**config.mk**
```make
export PLATFORM = sky130hd
export DESIGN_NAME = seg_scan
export DESIGN_NICKNAME = d
export VERILOG_FILES = /design/src/rtl/seg_scan_pkg.sv /design/src/rtl/seg_scan_dec.sv /design/src/rtl/seg_scan.sv
export SDC_FILE = /design/constraint.sdc
export NUM_CORES = 1
export LEC_CHECK = 0
export ABC_AREA = 1
export ABC_CLOCK_PERIOD_IN_PS = 2700
export BUFFER_PORTS_ARGS = -buffer_cell sky130_fd_sc_hd__buf_2
export CAP_MARGIN = 20
export CORE_MARGIN = 5
export CORE_UTILIZATION = 35
export DETAILED_ROUTE_END_ITERATION = 7
export PLACE_DENSITY = 0.6
export SLEW_MARGIN = 10
export SYNTH_ARGS = -nofsm -noshare
export SYNTH_HDL_FRONTEND = slang
export SYNTH_SLANG_ARGS = --single-unit
```
**constraint.sdc**
```tcl
create_clock -name clk -period 2.7 [get_ports clk]
set_input_delay 0.135 -clock clk [delete_from_list [all_inputs] [get_ports clk]]
set_output_delay 0.135 -clock clk [all_outputs]
set_load 0.02 [all_outputs]
```
**src/rtl/seg_scan_pkg.sv**
```systemverilog
// Shared constants for the six-digit multiplexed clock display:
// active-low segment patterns (bits 0..6 = a..g, bit 7 = dp) and digit positions.
package seg_scan_pkg;

    localparam logic [7:0] SEG_0     = 8'hC0;
    localparam logic [7:0] SEG_1     = 8'hF9;
    localparam logic [7:0] SEG_2     = 8'hA4;
    localparam logic [7:0] SEG_3     = 8'hB0;
    localparam logic [7:0] SEG_4     = 8'h99;
    localparam logic [7:0] SEG_5     = 8'h92;
    localparam logic [7:0] SEG_6     = 8'h82;
    localparam logic [7:0] SEG_7     = 8'hF8;
    localparam logic [7:0] SEG_8     = 8'h80;
    localparam logic [7:0] SEG_9     = 8'h90;
    localparam logic [7:0] SEG_DASH  = 8'hBF;
    localparam logic [7:0] SEG_BLANK = 8'hFF;

    localparam logic [2:0] POS_HOUR_H = 3'd0;
    localparam logic [2:0] POS_HOUR_L = 3'd1;
    localparam logic [2:0] POS_MIN_H  = 3'd2;
    localparam logic [2:0] POS_MIN_L  = 3'd3;
    localparam logic [2:0] POS_SEC_H  = 3'd4;
    localparam logic [2:0] POS_SEC_L  = 3'd5;

endpackage

```
**src/rtl/seg_scan_dec.sv**
```systemverilog
// seg7_dec: BCD digit to active-low 7-segment pattern, dp off; 10..15 show a dash.
// Ports: bcd [3:0] in, seg [7:0] out.
module seg7_dec
    import seg_scan_pkg::*;
(
    input  logic [3:0] bcd,
    output logic [7:0] seg
);

    always_comb begin
        seg = SEG_DASH;
        case (bcd)
            4'd0:    seg = SEG_0;
            4'd1:    seg = SEG_1;
            4'd2:    seg = SEG_2;
            4'd3:    seg = SEG_3;
            4'd4:    seg = SEG_4;
            4'd5:    seg = SEG_5;
            4'd6:    seg = SEG_6;
            4'd7:    seg = SEG_7;
            4'd8:    seg = SEG_8;
            4'd9:    seg = SEG_9;
            default: seg = SEG_DASH;
        endcase
    end

endmodule

```
**src/rtl/seg_scan.sv**
```systemverilog
// seg_scan: six-digit multiplexed display scanner with frame snapshot and blink.
// Ports: clk, rst_n, six BCD digits, run in; sel[5:0], seg[7:0] out (active-low).
module seg_scan
    import seg_scan_pkg::*;
#(
    parameter int unsigned SCAN_DIV     = 16,
    parameter int unsigned BLINK_FRAMES = 64,
    parameter bit          LZB          = 1'b1
) (
    input  logic       clk,
    input  logic       rst_n,
    input  logic [3:0] hour_h,
    input  logic [3:0] hour_l,
    input  logic [3:0] min_h,
    input  logic [3:0] min_l,
    input  logic [3:0] sec_h,
    input  logic [3:0] sec_l,
    input  logic       run,
    output logic [5:0] sel,
    output logic [7:0] seg
);

    localparam logic [15:0] PRESC_MAX = 16'(SCAN_DIV - 1);
    localparam logic [15:0] FRM_MAX   = 16'(BLINK_FRAMES - 1);

    logic [15:0]      presc_q, presc_d;
    logic [2:0]       idx_q, idx_d;
    logic [15:0]      frm_q, frm_d;
    logic             blink_q, blink_d;
    // Element 0 holds hour_h, element 5 holds sec_l.
    logic [5:0][3:0]  snap_q, snap_d;
    logic [5:0]       sel_q, sel_d;
    logic [7:0]       seg_q, seg_d;

    logic             digit_tick;
    logic             frame_tick;
    logic [3:0]       cur_digit;
    logic [7:0]       dec_seg;

    seg7_dec u_dec (
        .bcd (cur_digit),
        .seg (dec_seg)
    );

    always_comb begin
        digit_tick = (presc_q == PRESC_MAX);
        frame_tick = digit_tick && (idx_q == POS_SEC_L);

        presc_d = digit_tick ? 16'd0 : presc_q + 16'd1;

        idx_d = idx_q;
        if (frame_tick)
            idx_d = POS_HOUR_H;
        else if (digit_tick)
            idx_d = idx_q + 3'd1;

        snap_d  = snap_q;
        frm_d   = frm_q;
        blink_d = blink_q;
        if (frame_tick) begin
            snap_d = {sec_l, sec_h, min_l, min_h, hour_l, hour_h};
            if (frm_q == FRM_MAX) begin
                frm_d   = 16'd0;
                blink_d = ~blink_q;
            end else begin
                frm_d = frm_q + 16'd1;
            end
        end

        cur_digit = snap_q[idx_q];
        sel_d     = ~(6'b100000 >> idx_q);

        seg_d = dec_seg;
        if (LZB && idx_q == POS_HOUR_H && cur_digit == 4'd0)
            seg_d = SEG_BLANK;
        // dp marks the hh.mm.ss separators only in the lit blink half.
        if (run && blink_q && (idx_q == POS_HOUR_L || idx_q == POS_MIN_L))
            seg_d[7] = 1'b0;
        // Paused: whole display flashes; run is live, not snapshotted.
        if (!run && blink_q)
            seg_d = SEG_BLANK;
    end

    always_ff @(posedge clk or negedge rst_n) begin
        if (!rst_n) begin
            presc_q <= 16'd0;
            idx_q   <= POS_HOUR_H;
            frm_q   <= 16'd0;
            blink_q <= 1'b0;
            snap_q  <= '0;
            sel_q   <= 6'b111111;
            seg_q   <= SEG_BLANK;
        end else begin
            presc_q <= presc_d;
            idx_q   <= idx_d;
            frm_q   <= frm_d;
            blink_q <= blink_d;
            snap_q  <= snap_d;
            sel_q   <= sel_d;
            seg_q   <= seg_d;
        end
    end

    assign sel = sel_q;
    assign seg = seg_q;

endmodule

```
==> impl_metrics.json, run 1 <==
{
  "postPlaceCellArea_um2": 4238,
  "worstMarginPinSlew_ns": 0.4853,
  "cts_tree": "built",
  "worstPathArrival_ns": 2.54,
  "crit_path_start_kind": "register",
  "rows": 38,
  "dieWidth_um": 115.7,
  "finalCritPeriodShare": 0.8331,
  "nFillCells": 1100,
  "peakVddDrop_mv": 0.2091,
  "slew_headroom": 0.6765,
  "ys_ff_latch": 74,
  "hold_viol": 0,
  "avgSynthCellArea_um2": 8.197,
  "setup_viol": 0,
  "yosysWarnings": 0,
  "vias": 3170,
  "grt_usage": 0.1353,
  "hold_class": "in2reg",
  "setup_tns_ns": 0,
  "dieArea_um2": 13390,
  "core_region_area_um2": 10890,
  "insertion_delay_ns": 0.35,
  "routed.top_layer": "met4",
  "synth_cell_type_count": 33,
  "grt_pass1_vias": 3148,
  "io_pins": 41,
  "outcome": "completed",
  "syn_area_um2": 3910,
  "fin_skew_ns": 0.01015,
  "antenna_cells": 0,
  "hpwl_mm": 6.248,
  "crit_fanout": 16,
  "powerDensity_nw_per_um2": 453.3,
  "endpoint_kind": "register",
  "clk_path_buf_depth": 2,
  "nets": 584,
  "wire_per_inst_um": 12.05,
  "holdWs_ns": 0.01111,
  "dr_wl_met2_mm": 3.583,
  "synth.top_cell.area_share": 0.3840,
  "root_buffer": "clkbuf_8",
  "h-tree-depth": 3,
  "chipHeight_um": 115.7,
  "final_cell_mix": "127 x nand2_1, 63 x inv_1, 60 x dfrtp_1",
  "layout_commonest_cell": "nand2_1",
  "portBuffers": 40,
  "wl_met1_mm": 4.146,
  "routed_wirelength_mm": 8.301,
  "fin_area_um2": 4658,
  "drt_first_pass_iters": 5,
  "cts_buffers": 9,
  "drt_iter0_markers": 202,
  "synth-async-reset-ratio": 1.000,
  "grt_max_degree": 34,
  "start_util": 0.3591,
  "ys_seq_area_frac": 0.4781,
  "cts.sinks": 74,
  "synthCells": 477,
  "synth_edf_count": 0,
  "area_delta_synth_final_pct": 19.14,
  "path_clk_slew_ns": 0.08,
  "final_antenna_net_count": 0,
  "drive_above_1_share": 0.1931,
  "grt_pass1_wl_mm": 14.56,
  "dr_wl_met3_um": 429,
  "fmax_mhz": 444.6,
  "synth_area_leaders": "dfrtp_1 38%, nand2_1 12%, dfstp_2 9.4%, inv_1 6.0%, nand3_1 4.4%",
  "post-synth-top-area-cell": "dfrtp_1",
  "overflow": 0,
  "place_congestion": 0.8752,
  "p_leak_nw": 2.235,
  "cts-resized-gates": 0,
  "drv_cap": 0,
  "syn_nets": 517,
  "cp.required_ns": 2.99,
  "detail_route.vias_per_cell": 4.601,
  "drc": 0,
  "rsz0062_at_grt": "no",
  "antenna_found_initial": 0,
  "maxSlewViolCount": 0,
  "synth_flop_cell": "dfrtp_1",
  "crit_type": "reg2reg",
  "fin_crit_ns": 2.249
}
## report_power, final
group | internal (mW) | switching, mW
logic | 0.0346 | 0.0307
registers | 1.11 | 0
clock network | 0.520 | 0.418
total | 1.66 | 0.448
## critical path, stage by stage, from the launching register on
cell and delay [ns]:
dfrtp_1 0.65, inv_2 0.26, nor2_1 0.17, nor2_1 0.05, o21ai_0 0.08, nand2_1 0.15
inv_1 0.13, ha_1 0.15, inv_1 0.05, nor2_1 0.17, nand3_4 0.12, and2_4 0.16
nand2_1 0.05
## per-layer routing
| metal | vias up | track usage |
|---|---|---|
| met5 | - | 0 |
| met2 | 69 | 0.2022 |
| li1 | 1621 | - |
| met4 | 0 | 0.04176 |
| met1 | 1468 | 0.1948 |
| met3 | 12 | 0.03290 |
## final timing paths
check,start,end,slack (ns),cells after the start
worst min register to register,presc_q[0],presc_q[0],0.47,1
max in group asynchronous,rst_n,sel[1],1.67,3
worst max register to register,idx_q[0],seg[6],0.45,12
min in group asynchronous,rst_n,presc_q[12],0.24,2
worst min-delay path,hour_h[0],snap_q[0],0.01,3
worst max-delay path,idx_q[0],seg[6],0.45,12
## state kept, by name, summed over array words and instances, names as in the netlist
name     flops
sel          6
presc_q     16
frm_q       16
blink_q      1
idx_q        3
snap_q      24
seg          8
## cell usage after synthesis (3+ instances only)
cell type,count
xnor2_1,4
dfrtp_1,60
nor3_1,8
dfstp_2,14
nor3_2,3
o21ai_1,7
buf_4,3
nand2_2,8
inv_1,63
inv_2,12
nor2_1,40
ha_1,13
xor2_1,12
nand4_1,12
nand2_1,127
o21ai_0,32
nand3b_1,3
buf_6,4
nand3_1,34
## stage by stage
stage	util	setup WS [ns]	total power, mW	std cells
3_3_place_gp	0.3892	0.6258	1.172	652
2_1_floorplan	-	0.8992	1.130	477
5_1_grt	0.4278	0.1489	2.198	689
4_1_cts	0.4278	0.4665	2.139	689
3_5_place_dp	0.3892	0.4897	1.174	652
6_report	0.4278	0.4507	2.112	689
## area by class of cell
class / count / area, um2 / share of cell area
clock inverters: 5 / 78.83 / 0.01692
clock buffers: 11 / 131.4 / 0.02820
flip-flops and latches: 74 / 1869 / 0.4013
multi-input cells: 319 / 1682 / 0.3610
repair buffers: 65 / 440.4 / 0.09455
well taps: 140 / 175.2 / 0.03760
inverters: 75 / 281.5 / 0.06044
## cells by family after synthesis
group,count (synthesis),synth area share
buf+inv,84,0.09184
xor+xnor,16,0.03584
compound gates,45,0.06272
fa+ha+maj,13,0.04160
flops,74,0.4781
simple gates,245,0.2899
## timing repair
action,CTS,global route
setup buffers,0,0
endpoints found under the hold margin,35,0
endpoints found under the setup margin,0,0
hold buffers,21,0
Power figures use the tool's default switching activity.
==> run 2: changes to the inputs <==
--- a/config.mk
+++ b/config.mk
@@ -5,8 +5,8 @@
 export SDC_FILE = /design/constraint.sdc
 export NUM_CORES = 1
 export LEC_CHECK = 0
-export ABC_AREA = 1
-export ABC_CLOCK_PERIOD_IN_PS = 2700
+export ABC_AREA = 0
+export ABC_CLOCK_PERIOD_IN_PS = 2300
 export BUFFER_PORTS_ARGS = -buffer_cell sky130_fd_sc_hd__buf_2
 export CAP_MARGIN = 20
 export CORE_MARGIN = 5
==> constraint.sdc (replaced) <==
create_clock -name clk -period 2.3 [get_ports clk]
set_input_delay 0.115 -clock clk [delete_from_list [all_inputs] [get_ports clk]]
set_output_delay 0.115 -clock clk [all_outputs]
set_load 0.02 [all_outputs]
==> impl_metrics.json, run 2 <==
{
  "outcome": "completed",
  "final_cell_mix": "91 x nand2_1, 58 x dfrtp_1, 40 x buf_2",
  "synth_cell_type_count": 48,
  "overflow": 0,
  "crit_fanout": 5,
  "synthCells": 335,
  "cts_buffers": 9,
  "nets": 452,
  "cts_setup_buffers": 0,
  "ys_seq_area_frac": 0.5364,
  "postPlaceCellArea_um2": 3890,
  "synth_compound_area_frac": 0.05709,
  "endpoint_kind": "register",
  "hpwl_mm": 5.125,
  "cp.required_ns": 2.56,
  "cts_tree": "built",
  "start_util": 0.3582,
  "h-tree-depth": 3,
  "insertion_delay_ns": 0.34,
  "antenna_cells": 0,
  "core_region_area_um2": 9729,
  "worstPathArrival_ns": 2.45,
  "regMostFlops": "snap_q",
  "portBuffers": 40,
  "powerDensity_nw_per_um2": 570.8,
  "syn_nets": 375,
  "yosysWarnings": 0,
  "dieArea_um2": 12050,
  "cts.sinks": 74,
  "worstMarginPinSlew_ns": 0.5394,
  "ys_ff_latch": 74,
  "hold_class": "in2reg",
  "fin_area_um2": 4343,
  "synth_edf_count": 0,
  "routed_wirelength_mm": 6.943,
  "final_antenna_net_count": 0,
  "io_pins": 41,
  "finalCritPeriodShare": 0.9520,
  "antenna_found_initial": 0,
  "drv_cap": 0,
  "grt_pass1_wl_mm": 11.76,
  "rsz0062_at_grt": "no",
  "dieWidth_um": 109.8,
  "synth_flop_cell": "dfrtp_1",
  "p_leak_nw": 2.021,
  "synth_top_family_by_area": "simple AND/OR/NAND/NOR gates",
  "synth_mux_area_frac": 0.04201,
  "peakVddDrop_mv": 0.2961,
  "grt_usage": 0.1238,
  "synthTopCellsByCount": "91 x nand2_1, 60 x dfrtp_1, 18 x xnor2_1",
  "place_congestion": 0.8195,
  "slew_headroom": 0.6404,
  "grt_max_degree": 31,
  "synth_most_common_cell": "nand2_1",
  "synth-async-reset-ratio": 1.000,
  "setup_viol": 0,
  "drt_iter0_markers": 137,
  "path_clk_slew_ns": 0.08,
  "largest_register_ffs": 24,
  "instances_no_fill": 550,
  "synth.top_cell.area_share": 0.4309,
  "reg2reg_slack_ns": 0.11,
  "hold_viol": 0,
  "maxSlewViolCount": 0,
  "clk_path_buf_depth": 2,
  "syn_area_um2": 3485,
  "synth_area_leaders": "dfrtp_1 43%, dfstp_2 11%, nand2_1 9.8%, ha_1 4.7%, xnor2_1 4.5%",
  "detail_route.vias_per_cell": 4.680,
  "vias": 2574,
  "wire_per_inst_um": 12.62,
  "post_synth_xor_area_fraction": 0.06284,
  "yosys.area_share.adder": 0.04668,
  "fmax_mhz": 456.7,
  "largestRegisters": "snap_q x24, frm_q x16, presc_q x16",
  "dp.cells": 510,
  "crit_chain": "buf_4, mux2i_1, a2bb2oi_4, ha_1, and4bb_2, a22o_1, or2_4, nor2_4, a31oi_1",
  "fin_skew_ns": 0.008198,
  "rows": 36,
  "area_delta_synth_final_pct": 24.63,
  "drt_first_pass_iters": 4,
  "synthSimpleGateAreaFrac": 0.2273,
  "root_buffer": "clkbuf_8",
  "setup_tns_ns": 0,
  "layout_commonest_cell": "nand2_1",
  "slowest_delay_ns": 0.44,
  "drive_above_1_share": 0.2326,
  "avgSynthCellArea_um2": 10.40,
  "crit_type": "reg2reg",
  "fin_crit_ns": 2.190,
  "chipHeight_um": 109.8,
  "nFillCells": 936,
  "post-synth-top-area-cell": "dfrtp_1",
  "crit_path_start_kind": "register",
  "crit_slowest_cell": "dfrtp_2",
  "drc": 0,
  "grt_pass1_vias": 2558
}
-- run 2: cell types whose count changed in the layout (fill, tap and decap cells not counted), sizes merged, moves of 10 or more --
cell / delta
o21ai: -30
and3: +11
nand2: -44
nor2: -30
nand3: -21
inv: -69
buf: +10
xnor2: +14
-- run 2: through the flow --
step | setup slack (ns) | hold WS [ns] | util | power (mW)
finish | 0.1104 | 0.002207 | 0.4464 | 2.479
global route | 0.02087 | 0.01381 | 0.4464 | 2.574
CTS | 0.02067 | 0.001185 | 0.4465 | 2.504
detailed placement | 0.02855 | 0.1339 | 0.3998 | 1.378
global placement | 0.1420 | 0.1310 | 0.3998 | 1.376
floorplan | 0.01943 | -0.1806 | - | 1.327
-- run 2: layer usage --
layer / vias up / share of wire / global-route usage
met5: - / 0 / 0
met4: 0 / 0.012 / 0.04809
met3: 7 / 0.040 / 0.02173
met2: 45 / 0.45 / 0.1924
met1: 1239 / 0.50 / 0.1719
li1: 1283 / - / -
-- run 2: cell families (layout without fill, tap and decap cells) --
family	Yosys count	after routing
adders and majority gates	13	13
DFF	74	74
AOI/OAI and AO/OA	27	27
muxes	10	10
and+or+nand+nor	167	167
xor gates and xnor gates	25	25
buffers and inverters	19	101
-- run 2: worst max-delay path, delay by kind of cell (launching register included) --
family                   cells  cell delay, ns
multiplexers                 1            0.15
flip-flops                   1            0.44
AO/OA/AOI/OAI                3            0.51
adder cells (fa/ha/maj)      1            0.22
buffers and inverters        1            0.18
AND/OR/NAND/NOR              3            0.61
-- run 2: final cells by class --
cell class	instances	area [um2]	area share
flip-flops and latches	74	1872	0.4310
multi-input cells	242	1519	0.3498
clock inverters	3	65.06	0.01498
repair buffers	78	545.5	0.1256
well taps	133	166.4	0.03832
inverters	7	26.28	0.006050
clock buffers	13	148.9	0.03428
-- run 2: final timing paths --
| path | end | start | cells past startpoint |
|---|---|---|---|
| hold reg to reg | frm_q[4] | frm_q[4] | 1 |
| hold / removal | snap_q[13] | min_l[1] | 3 |
| setup / recovery | seg[3] | idx_q[0] | 9 |
| min in group asynchronous | blink_q | rst_n | 2 |
| setup reg to reg | seg[3] | idx_q[0] | 9 |
| max in group asynchronous | idx_q[0] | rst_n | 3 |
-- run 2: where the power goes --
part	leakage (nW)	internal, mW	switching (mW)
combinational	1.07	0.0445	0.0358
sequential	0.845	1.30	0
clock	0.108	0.641	0.456
-- run 2: what timing repair did --
action | in CTS | in global routing
hold buffers | 24 | 0
endpoints found under the setup margin | 0 | 6
hold endpoints to repair | 32 | 0
gates resized for setup | 0 | 5
==> run 3: changes to the inputs <==
--- a/config.mk
+++ b/config.mk
@@ -6,11 +6,12 @@
 export NUM_CORES = 1
 export LEC_CHECK = 0
 export ABC_AREA = 0
-export ABC_CLOCK_PERIOD_IN_PS = 2300
+export ABC_CLOCK_PERIOD_IN_PS = 2700
 export BUFFER_PORTS_ARGS = -buffer_cell sky130_fd_sc_hd__buf_2
 export CAP_MARGIN = 20
 export CORE_MARGIN = 5
 export CORE_UTILIZATION = 35
+export CTS_CLUSTER_DIAMETER = 100
 export DETAILED_ROUTE_END_ITERATION = 7
 export PLACE_DENSITY = 0.6
 export SLEW_MARGIN = 10
==> constraint.sdc (replaced) <==
create_clock -name clk -period 2.7 [get_ports clk]
set_input_delay 0.135 -clock clk [delete_from_list [all_inputs] [get_ports clk]]
set_output_delay 0.135 -clock clk [all_outputs]
set_load 0.02 [all_outputs]
==> impl_metrics.json, run 3 (synthesized netlist as in run 2, its figures left out) <==
{
  "worstPathArrival_ns": 2.66,
  "vias": 2512,
  "nets": 443,
  "clk_path_buf_depth": 2,
  "holdWs_ns": -0.03111,
  "slew_headroom": 0.3990,
  "outcome": "finished, violations left",
  "fmax_mhz": 418.2,
  "cts-hold-fix-buffers": 23,
  "worst_slack_ns": 0.3090,
  "maxSlewViolCount": 0,
  "powerDensity_nw_per_um2": 477.9,
  "io_pins": 41,
  "cts.sinks": 74,
  "wire_per_inst_um": 12.45,
  "cts-resized-gates": 0,
  "place_congestion": 0.7734,
  "dp.cells": 502,
  "core_region_area_um2": 9729,
  "p_leak_nw": 1.981,
  "setup_tns_ns": 0,
  "grt_max_degree": 75,
  "drive_above_1_share": 0.2108,
  "largest_register_ffs": 24,
  "cts_setup_buffers": 0,
  "cts_buffers": 9,
  "fin_skew_ns": 0.01307,
  "largestRegisters": "snap_q x24, frm_q x16, presc_q x16",
  "hpwl_mm": 4.858,
  "rows": 36,
  "hold_class": "in2async",
  "portBuffers": 40,
  "grt_pass1_wl_mm": 11.88,
  "overflow": 0,
  "crit_fanout": 6,
  "antenna_cells": 0,
  "chipHeight_um": 109.8,
  "h-tree-depth": 3,
  "grt_pass1_vias": 2490,
  "layout_commonest_cell": "nand2_1",
  "drt_iter0_markers": 101,
  "start_util": 0.3582,
  "rsz0062_at_grt": "no",
  "antenna_found_initial": 0,
  "grt_usage": 0.1248,
  "place_ws_ns": 0.3287,
  "drv_cap": 0,
  "insertion_delay_ns": 0.35,
  "dieWidth_um": 109.8,
  "crit_path_start_kind": "register",
  "regMostFlops": "snap_q",
  "cp.required_ns": 2.96,
  "routed_wirelength_mm": 6.736,
  "area_delta_synth_final_pct": 22.19,
  "instances_no_fill": 541,
  "dieArea_um2": 12050,
  "endpoint_kind": "register",
  "worstMarginPinSlew_ns": 0.9015,
  "setup_viol": 0,
  "violations": "negative hold slack",
  "finalCritPeriodShare": 0.8856,
  "final_cell_mix": "91 x nand2_1, 60 x dfrtp_1, 40 x buf_2",
  "cts_tree": "built",
  "drc": 0,
  "hold_viol": 9,
  "crit_type": "reg2reg",
  "final_antenna_net_count": 0,
  "fin_crit_ns": 2.391,
  "detail_route.vias_per_cell": 4.643,
  "root_buffer": "clkbuf_8",
  "peakVddDrop_mv": 0.2663,
  "path_clk_slew_ns": 0.09,
  "drt_first_pass_iters": 4
}
run 3: cell types whose count changed in the layout (fill, tap and decap cells not counted), sizes merged:
cell | previous run | this run
buf | 54 | 46
bufinv | 2 | 1
clkbuf | 13 | 9
clkinv | 2 | 5
dlygate4sd3 | 24 | 23
inv | 6 | 8
run 3: worst max-delay path, cell delays in order, from the launching register on:
cell	delay [ns]
dfrtp_1	0.47
mux4_1	0.63
a2bb2oi_4	0.24
ha_1	0.23
and4bb_2	0.23
a22o_1	0.16
or2_4	0.14
a21oi_1	0.04
o21ai_1	0.16
run 3: report_power, final:
group	internal, mW	switching [mW]
Sequential	1.11	0
Combinational	0.0360	0.0291
Clock	0.436	0.425
Total	1.58	0.454
run 3: stage by stage:
| step | utilization | hold slack, ns | total power [mW] | instance area [um2] |
|---|---|---|---|---|
| after floorplan | - | -0.1606 | 1.130 | 3485 |
| final | 0.4376 | -0.03111 | 2.035 | 4258 |
| after CTS | 0.4376 | 0.005903 | 2.064 | 4258 |
| after detailed placement | 0.3933 | 0.3294 | 1.172 | 3826 |
| after global routing | 0.4376 | 0.01386 | 2.122 | 4258 |
| after global placement | 0.3933 | 0.3274 | 1.171 | 3826 |
run 3: path summary, 6_finish.rpt:
kind	to	start	slack (ns)	depth (start not counted)
max	seg[2]	idx_q[0]	0.31	8
min	presc_q[12]	rst_n	-0.03	2
max reg2reg	seg[2]	idx_q[0]	0.31	8
min reg2reg	frm_q[4]	frm_q[4]	0.47	1
max in group asynchronous	frm_q[12]	rst_n	2.11	2
min in group clk	snap_q[8]	min_h[0]	0.02	3
run 3: cell type report:
type	instances	area, um2
Clock inverter	7	77.57
Tap cell	133	166.4
Sequential cell	74	1869
Multi-Input combinational cell	242	1519
Timing Repair Buffer	69	475.5
Fill cell	960	5472
Inverter	7	26.28
Clock buffer	9	123.9
run 3: metal layers:
| layer | routed length [um] | part of all wire | global-route usage | vias to the layer above |
|---|---|---|---|---|
| li1 | - | - | - | 1276 |
| met3 | 318 | 0.047 | 0.02995 | 9 |
| met5 | 0 | 0 | 0 | - |
| met4 | 95 | 0.014 | 0.04007 | 0 |
| met2 | 2977 | 0.44 | 0.1893 | 50 |
| met1 | 3344 | 0.50 | 0.1755 | 1177 |
